File: config.mk
export PLATFORM = sky130hd
export DESIGN_NAME = uart_tx_stream
export DESIGN_NICKNAME = d
export VERILOG_FILES = /design/src/rtl/uart_pkg.sv /design/src/rtl/sync_fifo.sv /design/src/rtl/uart_tx_stream.sv
export SDC_FILE = /design/constraint.sdc
export NUM_CORES = 1
export LEC_CHECK = 0
export CORE_MARGIN = 3
export CORE_UTILIZATION = 50
export DETAILED_ROUTE_END_ITERATION = 12
export MAX_ROUTING_LAYER = met4
export PLACE_DENSITY = 0.7
export SYNTH_ARGS = -nofsm -noshare
export SYNTH_HDL_FRONTEND = slang
export SYNTH_SLANG_ARGS = --single-unit
File: constraint.sdc
create_clock -name clk_i -period 3.9 [get_ports clk_i]
set_input_delay 0.39 -clock clk_i [delete_from_list [all_inputs] [get_ports clk_i]]
set_output_delay 0.39 -clock clk_i [all_outputs]
set_load 0.05 [all_outputs]
File: src/rtl/uart_pkg.sv
// Shared UART definitions: transmitter and receiver FSM states, default baud
// divider and the 7-segment digit codes used by the display path.
package uart_pkg;

   localparam int DEFAULT_DELAY_FRAMES = 234;

   typedef enum logic [1:0] {
      IDLE  = 2'd0,
      START = 2'd1,
      DATA  = 2'd2,
      STOP  = 2'd3
   } tx_state_t;

   typedef enum logic [2:0] {
      RX_IDLE  = 3'd0,
      RX_START = 3'd1,
      RX_READ  = 3'd2,
      RX_WAIT  = 3'd3,
      RX_DONE  = 3'd4
   } rx_state_t;

   // Segment order {g,f,e,d,c,b,a}, active high.
   localparam logic [6:0] SEG_0     = 7'h3F;
   localparam logic [6:0] SEG_1     = 7'h06;
   localparam logic [6:0] SEG_2     = 7'h5B;
   localparam logic [6:0] SEG_3     = 7'h4F;
   localparam logic [6:0] SEG_4     = 7'h66;
   localparam logic [6:0] SEG_5     = 7'h6D;
   localparam logic [6:0] SEG_6     = 7'h7D;
   localparam logic [6:0] SEG_7     = 7'h07;
   localparam logic [6:0] SEG_8     = 7'h7F;
   localparam logic [6:0] SEG_9     = 7'h6F;
   localparam logic [6:0] SEG_BLANK = 7'h00;

   function automatic logic [6:0] seg_digit(input logic [3:0] digit);
      logic [6:0] seg;
      unique case (digit)
         4'd0:    seg = SEG_0;
         4'd1:    seg = SEG_1;
         4'd2:    seg = SEG_2;
         4'd3:    seg = SEG_3;
         4'd4:    seg = SEG_4;
         4'd5:    seg = SEG_5;
         4'd6:    seg = SEG_6;
         4'd7:    seg = SEG_7;
         4'd8:    seg = SEG_8;
         4'd9:    seg = SEG_9;
         default: seg = SEG_BLANK;
      endcase
      return seg;
   endfunction

endpackage

File: src/rtl/sync_fifo.sv
// Single-clock FIFO with a registered occupancy count and a combinational head
// on rdata_o; pushes while full and pops while empty are ignored.
module sync_fifo #(
   parameter int WIDTH = 8,
   parameter int DEPTH = 4
) (
   input  logic                     clk_i,
   input  logic                     reset_i,
   input  logic                     push_i,
   input  logic                     pop_i,
   input  logic [WIDTH-1:0]         wdata_i,
   output logic [WIDTH-1:0]         rdata_o,
   output logic                     full_o,
   output logic                     empty_o,
   output logic [$clog2(DEPTH):0]   count_o
);

   localparam int AW = $clog2(DEPTH);
   localparam logic [AW:0]   FULL_CNT = (AW+1)'(DEPTH);
   localparam logic [AW-1:0] PTR_ONE  = AW'(1);
   localparam logic [AW:0]   CNT_ONE  = (AW+1)'(1);

   logic [WIDTH-1:0] mem_q [DEPTH];
   logic [AW-1:0]    wr_ptr_q, rd_ptr_q;
   logic [AW:0]      count_q;
   logic             do_push, do_pop;

   assign full_o  = (count_q == FULL_CNT);
   assign empty_o = (count_q == '0);
   assign count_o = count_q;
   assign rdata_o = mem_q[rd_ptr_q];

   assign do_push = push_i && !full_o;
   assign do_pop  = pop_i && !empty_o;

   // NOTE: sequential state is updated with <= so every flop samples pre-edge values.
   always_ff @(posedge clk_i) begin
      if (reset_i) begin
         wr_ptr_q <= '0;
         rd_ptr_q <= '0;
         count_q  <= '0;
      end else begin
         if (do_push) wr_ptr_q <= wr_ptr_q + PTR_ONE;
         if (do_pop)  rd_ptr_q <= rd_ptr_q + PTR_ONE;
         unique case ({do_push, do_pop})
            2'b10:   count_q <= count_q + CNT_ONE;
            2'b01:   count_q <= count_q - CNT_ONE;
            default: count_q <= count_q;
         endcase
      end
   end

   // NOTE: storage has no reset; the pointers alone define which entries are valid.
   always_ff @(posedge clk_i) begin
      if (do_push) mem_q[wr_ptr_q] <= wdata_i;
   end

endmodule

File: src/rtl/uart_tx_stream.sv
// Buffered 8N1 UART transmitter: bytes queue in a small FIFO and leave LSB first
// back-to-back; the line is a flop that lags the FSM state by one cycle.
module uart_tx_stream
   import uart_pkg::*;
#(
   parameter int DELAY_FRAMES = DEFAULT_DELAY_FRAMES,
   parameter int FIFO_DEPTH   = 4
) (
   input  logic       clk_i,
   input  logic       reset_i,
   input  logic [7:0] tx_data_i,
   input  logic       tx_valid_i,
   output logic       tx_ready_o,
   output logic       uart_tx_o,
   output logic       busy_o
);

   localparam int BAUD_W = $clog2(DELAY_FRAMES);
   localparam int CNT_W  = $clog2(FIFO_DEPTH) + 1;
   localparam logic [BAUD_W-1:0] BAUD_LAST = BAUD_W'(DELAY_FRAMES - 1);
   localparam logic [BAUD_W-1:0] BAUD_ONE  = BAUD_W'(1);

   tx_state_t         state_q, state_d;
   logic [BAUD_W-1:0] baud_q, baud_d;
   logic [2:0]        bit_q, bit_d;
   logic [7:0]        shift_q, shift_d;
   logic              tx_q, tx_d;
   logic              busy_q;

   logic              fifo_push, fifo_pop;
   logic [7:0]        fifo_rdata;
   logic              fifo_full, fifo_empty;
   logic [CNT_W-1:0]  fifo_count;
   logic              baud_last;

   // Ready is masked during reset so nothing is accepted while the queue is flushed.
   assign tx_ready_o = !fifo_full && !reset_i;
   assign fifo_push  = tx_valid_i && tx_ready_o;
   assign baud_last  = (baud_q == BAUD_LAST);

   sync_fifo #(
      .WIDTH (8),
      .DEPTH (FIFO_DEPTH)
   ) u_fifo (
      .clk_i   (clk_i),
      .reset_i (reset_i),
      .push_i  (fifo_push),
      .pop_i   (fifo_pop),
      .wdata_i (tx_data_i),
      .rdata_o (fifo_rdata),
      .full_o  (fifo_full),
      .empty_o (fifo_empty),
      .count_o (fifo_count)
   );

   // NOTE: every output of this block gets a default first, so no path can infer a latch.
   always_comb begin
      state_d  = state_q;
      baud_d   = baud_q;
      bit_d    = bit_q;
      shift_d  = shift_q;
      fifo_pop = 1'b0;

      unique case (state_q)
         IDLE: begin
            if (!fifo_empty) begin
               fifo_pop = 1'b1;
               shift_d  = fifo_rdata;
               bit_d    = '0;
               baud_d   = '0;
               state_d  = START;
            end
         end
         START: begin
            if (baud_last) begin
               baud_d  = '0;
               state_d = DATA;
            end else begin
               baud_d = baud_q + BAUD_ONE;
            end
         end
         DATA: begin
            if (baud_last) begin
               baud_d  = '0;
               shift_d = {1'b0, shift_q[7:1]};
               bit_d   = bit_q + 3'd1;
               if (bit_q == 3'd7) state_d = STOP;
            end else begin
               baud_d = baud_q + BAUD_ONE;
            end
         end
         STOP: begin
            if (baud_last) begin
               baud_d = '0;
               // Chain straight into the next start bit when more bytes are waiting.
               if (!fifo_empty) begin
                  fifo_pop = 1'b1;
                  shift_d  = fifo_rdata;
                  bit_d    = '0;
                  state_d  = START;
               end else begin
                  state_d = IDLE;
               end
            end else begin
               baud_d = baud_q + BAUD_ONE;
            end
         end
      endcase
   end

   always_comb begin
      tx_d = 1'b1;
      unique case (state_q)
         START:   tx_d = 1'b0;
         DATA:    tx_d = shift_q[0];
         default: tx_d = 1'b1;
      endcase
   end

   always_ff @(posedge clk_i) begin
      if (reset_i) begin
         state_q <= IDLE;
         baud_q  <= '0;
         bit_q   <= '0;
         shift_q <= '0;
         tx_q    <= 1'b1;
         busy_q  <= 1'b0;
      end else begin
         state_q <= state_d;
         baud_q  <= baud_d;
         bit_q   <= bit_d;
         shift_q <= shift_d;
         tx_q    <= tx_d;
         // Registered alongside the line so busy falls right after the stop bit leaves.
         busy_q  <= (state_q != IDLE) || (fifo_count != '0);
      end
   end

   assign uart_tx_o = tx_q;
   assign busy_o    = busy_q;

endmodule
==> results of run 1 <==
==> area by class of cell <==
type,count,area (µm²),area share [%]
well taps,72,90.09,2.658
inverters,12,45.04,1.329
clock inverters,6,50.05,1.477
repair buffers,14,137.6,4.061
flip-flops and latches,64,1602,47.25
multi-input cells,176,1338,39.46
clock buffers,10,127.6,3.765
==> synthesized netlist by cell type (3+ instances only) <==
| cell | n |
|---|---|
| dfxtp_1 | 32 |
| edfxtp_1 | 32 |
| a21oi_1 | 20 |
| nor2_1 | 20 |
| mux2i_1 | 17 |
| ha_1 | 15 |
| inv_1 | 12 |
| nand2_1 | 9 |
| nor2b_1 | 9 |
| o21ai_0 | 9 |
| o311ai_0 | 8 |
| a22oi_1 | 7 |
| and2_1 | 6 |
| clkbuf_1 | 5 |
| a22o_1 | 4 |
| xnor2_1 | 4 |
| a211oi_1 | 3 |
| a31oi_1 | 3 |
==> routing by layer <==
layer / global-route usage, % / vias up / routed length (µm)
li1: - / 1004 / -
met1: 21.84 / 943 / 2623
met2: 25.09 / 28 / 2534
met3: 5.429 / 10 / 197
met4: 7.018 / 0 / 100
met5: - / - / 0
==> where the power goes <==
part	internal (mW)	switching [mW]	leakage [nW]	total, mW
registers	0.812	0.0972	0.552	0.909
logic	0.370	0.520	0.575	0.891
clock network	0.285	0.237	0.0902	0.522
total	1.47	0.854	1.22	2.32
==> logic make-up (layout without fill, tap and decap cells) <==
| family | Yosys count | count (layout) | synth area share (%) |
|---|---|---|---|
| adders and majority gates | 16 | 16 | 6.885 |
| xor gates and xnor gates | 6 | 6 | 1.742 |
| DFF | 64 | 64 | 53.09 |
| and+or+nand+nor | 68 | 68 | 13.36 |
| muxes | 19 | 19 | 6.760 |
| AOI/OAI and AO/OA | 67 | 67 | 15.60 |
| buffers and inverters | 20 | 42 | 2.571 |
==> worst max path at each step <==
stage,start,endpoint,slack [ps]
6_report,reset_i,tx_ready_o,1430
2_1_floorplan,u_fifo.count_o[0],u_fifo.count_o[2],1680
3_5_place_dp,tx_valid_i,u_fifo.count_o[2],1220
4_1_cts,reset_i,tx_ready_o,1410
3_3_place_gp,tx_valid_i,u_fifo.count_o[2],1300
5_1_grt,state_q[1],u_fifo.count_o[2],1340
==> state kept, by name, summed over array words and instances (netlist names), named ones only <==
signal,cells
u_fifo.rd_ptr_q,2
shift_q,8
state_q,2
u_fifo.count_o,3
baud_q,8
busy_o,1
bit_q,3
u_fifo.wr_ptr_q,2
uart_tx_o,1
u_fifo.mem_q,32
==> critical path, delay by kind of cell <==
family / cells / cell delay (ps)
buffers and inverters: 3 / 1540
AO/OA/AOI/OAI: 1 / 150
==> through the flow <==
step | util (%) | hold WS [ps] | cells | power [mW] | setup slack (ps)
6_report | 59.72 | 500.6 | 354 | 2.321 | 1428
5_1_grt | 59.72 | 536.7 | 354 | 2.503 | 1340
4_1_cts | 59.72 | 505.3 | 354 | 2.342 | 1413
3_5_place_dp | 56.59 | 485.8 | 338 | 1.812 | 1219
3_3_place_gp | 56.59 | 473.6 | 338 | 1.785 | 1300
2_1_floorplan | - | 450.5 | 260 | 1.598 | 1680
==> results by group, run 1 <==
Global route
  – Vias in the first global route: 1924
  – Total global routing track utilization: 17.07%
  – First-pass GRT wire length: 9.094 mm
  – Pin count of the biggest net entering global routing: 20
  – Initial antenna violation count: 0
  – Remaining global-route overflow: 0

Worst hold path
  – Class of the worst hold path: register to register
  – Worst min-delay path startpoint: baud_q[2]
  – Number of cells on the worst hold path: 1
  – Hold worst-path end: baud_q[2]

Routing
  – Starting DRT DRC Count: 130
  – Total wirelength of the detailed-routed design: 5.456 mm
  – Post-DRT Antenna Nets: 0
  – Vias/cell: 5.607
  – Routed length per instance: 15.41 µm
  – Number of design rule violations left after detail routing: 0
  – Detailed-route via count: 1985
  – 1st-pass router iterations: 4

Setup path
  – Worst Reg2Reg Path Length in Cells: 9
  – Critical Path Start Type: primary input
  – Terminus of the critical flop-to-flop path: u_fifo.count_o[2]
  – Kind of critical path: primary input to output port
  – Data arrival time at the worst-slack endpoint: 2080 ps
  – Largest fanout of any net on the critical path: 19
  – Critical path data required time: 3510 ps
  – Sequence of cells on the critical path: clkdlybuf4s50_1 -> buf_4 -> a21oi_1 -> clkdlybuf4s50_1
  – Critical R2R Launch: state_q[1]
  – Most frequent CP cell: clkdlybuf4s50_1
  – Cell at the slowest stage of the critical path: clkdlybuf4s50_1
  – CP Capture Type: output port
  – Delay contributed by the slowest stage of the critical path: 820 ps
  – Slack of the worst reg-to-reg path: 1500 ps

CTS
  – CTS Hold Bufs: 0
  – Cts bufs inserted: 9
  – Max Buffers Root-to-Sink: 2
  – Root cell of the clock tree: clkbuf_8
  – Insertion delay of the later-clocked pin in the worst-skew pair: 340 ps
  – TritonCTS clock tree: built
  – CTS-repair resized insts: 0
  – Clk sinks: 64
  – Number of H-tree levels: 3
  – Count of buffers added by post-CTS timing repair for setup: 0
  – Post-CTS clock slew at the launch and capture registers of the worst setup and hold paths: 70 ps

Pwr
  – Max rail drop VDD: 0.3795 mV
  – Leak pwr: 1.217 nW
  – P per Cell Area: 684.8 mW/mm²

STA
  – Setup tns final: 0 ps
  – Max-slew violations: 0
  – FMAX: 404.6 MHz
  – Final hold violation count: 0
  – RSZ-0062 raised after global routing: no
  – Worst slew margin relative to its limit: 42.09%
  – Period utilisation layout: 63.38%
  – Post-layout minimum cycle time: 2472 ps
  – Slew @ Worst Pin: 867.5 ps
  – Clk_skew: 7.203 ps
  – Endpoints failing setup: 0

Logic synthesis
  – Post-synthesis sequential element count: 64
  – Netlist Area Pre-Place: 0.003017 mm²
  – FFs w/ async S/R, synth: 0%
  – Cell types occupying the most area after synthesis: edfxtp_1 32%, dfxtp_1 21%, ha_1 6.2%, mux2i_1 5.6%, a21oi_1 3.3%
  – Sequential area share after synthesis: 53.09%
  – Mean instance size in the synthesized netlist: 11.60 µm²
  – Cell count after synthesis: 260
  – Count of flip-flops with a built-in enable after synthesis: 32
  – Number of nets produced by synthesis: 287
  – Main synth FF type: edfxtp_1
  – Synth warnings: 0
  – Number of distinct library cells after synthesis: 53
  – Biggest area consumer among synthesized cells: edfxtp_1
  – Share of the synthesized area in the top cell type: 31.85%

Place
  – Area post-placement: 0.003212 mm²
  – Post-detail-place hpwl: 3.709 mm
  – Buffers added on ports: 13
  – Routability-driven placement congestion ratio: 0.7949

Job
  – Count of maximum capacitance violations: 0

Final layout
  – Most used cells in the layout excluding fill and tap cells: 32 x dfxtp_1, 32 x edfxtp_1, 20 x nor2_1, 20 x a21oi_1, 17 x mux2i_1
  – Area overhead of the layout relative to synthesis: 12.36%
  – Net count reported at finish: 304
  – Design Area, Final: 0.003390 mm²
  – Share of layout cells above drive strength 1: 9.220%
  – Diodes inserted: 0
  – Fillcell total: 473

Floorplanning
  – Core region area: 0.005675 mm²
  – Die area: 0.007002 mm²
  – Starting Density: 53.15%
  – Chip width: 83.68 µm
  – Site Rows: 27
  – Top-level port count: 14
  – Vertical extent of the die: 83.68 µm

Status
  – Run status: complete, no violations
No activity file was read; power rests on OpenSTA's default activity.
==> inputs of run 2 (changes only) <==
clock period = 2.4 ns   (was 3.9 ns; I/O delays follow)
==> run 2 against run 1 <==
  * First-iteration DRC count grew 1.5%
  * Clock skew fell by 0.50 ps
  * Largest cell class unchanged
  * Count of clock-buffer cells in the layout increased by 1
  * Non-clock buffer count rose by 7
  * Worst setup slack got worse by 1300 ps
  * Clock power up 62%
  * Global-route usage rose by 1.1 points
  * Combinational power is 81% higher
  * Critical endpoint is now u_fifo.count_o[2]
==> results by group, run 2 (same netlist as run 1, synthesis figures left out) <==
Floorplanning
  – Top-level port count: 14
  – Starting Density: 53.15%
  – Die area: 0.007002 mm²
  – Chip width: 83.68 µm
  – Vertical extent of the die: 83.68 µm
  – Site Rows: 27
  – Core region area: 0.005675 mm²

Global route
  – Total global routing track utilization: 18.12%
  – Remaining global-route overflow: 0
  – Pin count of the biggest net entering global routing: 20
  – First-pass GRT wire length: 9.873 mm
  – Vias in the first global route: 2053
  – Initial antenna violation count: 0

Setup path
  – Worst Reg2Reg Path Length in Cells: 8
  – Kind of critical path: register to register
  – Largest fanout of any net on the critical path: 6
  – CP Capture Type: register
  – Critical path data required time: 2660 ps
  – Data arrival time at the worst-slack endpoint: 2510 ps
  – Critical Path Start Type: register

Routing
  – Routed length per instance: 15.80 µm
  – Vias/cell: 5.651
  – Number of design rule violations left after detail routing: 0
  – Post-DRT Antenna Nets: 0
  – Detailed-route via count: 2040
  – Total wirelength of the detailed-routed design: 5.703 mm
  – Starting DRT DRC Count: 132
  – 1st-pass router iterations: 4

Final layout
  – Net count reported at finish: 311
  – Area overhead of the layout relative to synthesis: 15.35%
  – Most used cells in the layout excluding fill and tap cells: 32 x edfxtp_1, 29 x dfxtp_1, 20 x nor2_1, 20 x a21oi_1, 17 x mux2i_1
  – Largest register FFs: 32
  – Final core area utilization: 61.31%
  – Biggest registers after layout: u_fifo.mem_q (32), baud_q (8), shift_q (8)
  – Register with the highest flop count: u_fifo.mem_q
  – Most frequent standard cell in the layout excluding fill and tap cells: edfxtp_1
  – Diodes inserted: 0
  – Share of layout cells above drive strength 1: 14.88%

Worst hold path
  – Number of cells on the worst hold path: 1
  – Class of the worst hold path: register to register

Pwr
  – Clock Power Share: 21.7%
  – Flop pwr share: 37.0%
  – Leak pwr: 1.259 nW
  – Total net switching power: 1.423 mW
  – Total internal power: 2.483 mW
  – P per Cell Area: 1123 mW/mm²
  – Switch share: 36.43%
  – Comb pwr share: 41.3%
  – Max rail drop VDD: 0.5877 mV

STA
  – RSZ-0062 raised after global routing: no
  – Post-layout minimum cycle time: 2243 ps
  – Setup tns final: 0 ps
  – Period utilisation layout: 93.47%
  – Hold WS: 501.1 ps
  – Worst slew margin relative to its limit: 55.95%
  – Clk_skew: 6.701 ps
  – Slew @ Worst Pin: 659.0 ps
  – Final hold violation count: 0
  – FMAX: 445.8 MHz
  – Endpoints failing setup: 0
  – Max-slew violations: 0

Place
  – Buffers added on ports: 13
  – Routability-driven placement congestion ratio: 0.8118
  – Post-detail-place hpwl: 3.897 mm

CTS
  – Number of H-tree levels: 3
  – CTS-repair resized insts: 1
  – TritonCTS clock tree: built
  – Count of buffers added by post-CTS timing repair for setup: 0
  – Insertion delay of the later-clocked pin in the worst-skew pair: 330 ps
  – Clk sinks: 64
  – Cts bufs inserted: 9
  – CTS Hold Bufs: 0
  – Max Buffers Root-to-Sink: 2
  – Post-CTS clock slew at the launch and capture registers of the worst setup and hold paths: 70 ps
  – Root cell of the clock tree: clkbuf_8

Job
  – Count of maximum capacitance violations: 0

Status
  – Run status: complete, no violations
run 2: worst paths after layout:
kind | startpoint | end | slack [ps]
worst max-delay path | u_fifo.count_o[1] | u_fifo.count_o[2] | 160
worst min-delay path | baud_q[2] | baud_q[2] | 500
worst max register to register | u_fifo.count_o[1] | u_fifo.count_o[2] | 160
worst min register to register | baud_q[2] | baud_q[2] | 500
run 2: stage by stage:
stage | std cells | setup WS [ps] | instance area, µm² | total power, mW
CTS | 361 | 58.08 | 3466 | 3.898
finish | 361 | 156.7 | 3480 | 3.906
global placement | 345 | 132.0 | 3274 | 2.966
detailed placement | 345 | 29.34 | 3274 | 3.003
floorplan | 260 | 180.0 | 3017 | 2.597
global route | 361 | 19.41 | 3480 | 4.206
run 2: critical path: stages (launching register included):
cell	delay, ps
dfxtp_1	380
or3_4	420
nand3b_1	120
o31ai_1	80
ha_2	210
fa_1	380
xnor2_1	140
or3_1	300
a21oi_1	140
run 2: area by class of cell:
type	count	area [µm²]
clock inverter	5	47.55
clock buffer	11	131.4
tap	72	90.09
fill	463	2196
sequential	64	1605
multi-input combinational	176	1360
inverter	12	45.04
timing repair buffer	21	200.2
run 2: power groups by stage:
stage	registers, mW	clock network [mW]	logic [mW]
final	1.44	0.848	1.61
after global routing	1.47	0.928	1.81
after CTS	1.43	0.878	1.59
after detailed placement	1.46	0	1.55
after global placement	1.45	0	1.52
after floorplan	1.49	0	1.11
run 2: layer usage:
| layer | vias to the layer above | global-route usage, % | wire length [µm] |
|---|---|---|---|
| met5 | - | - | 0 |
| met4 | 0 | 7.018 | 74 |
| met3 | 7 | 5.331 | 278 |
| met2 | 37 | 27.84 | 2719 |
| met1 | 983 | 22.60 | 2630 |
| li1 | 1013 | - | - |
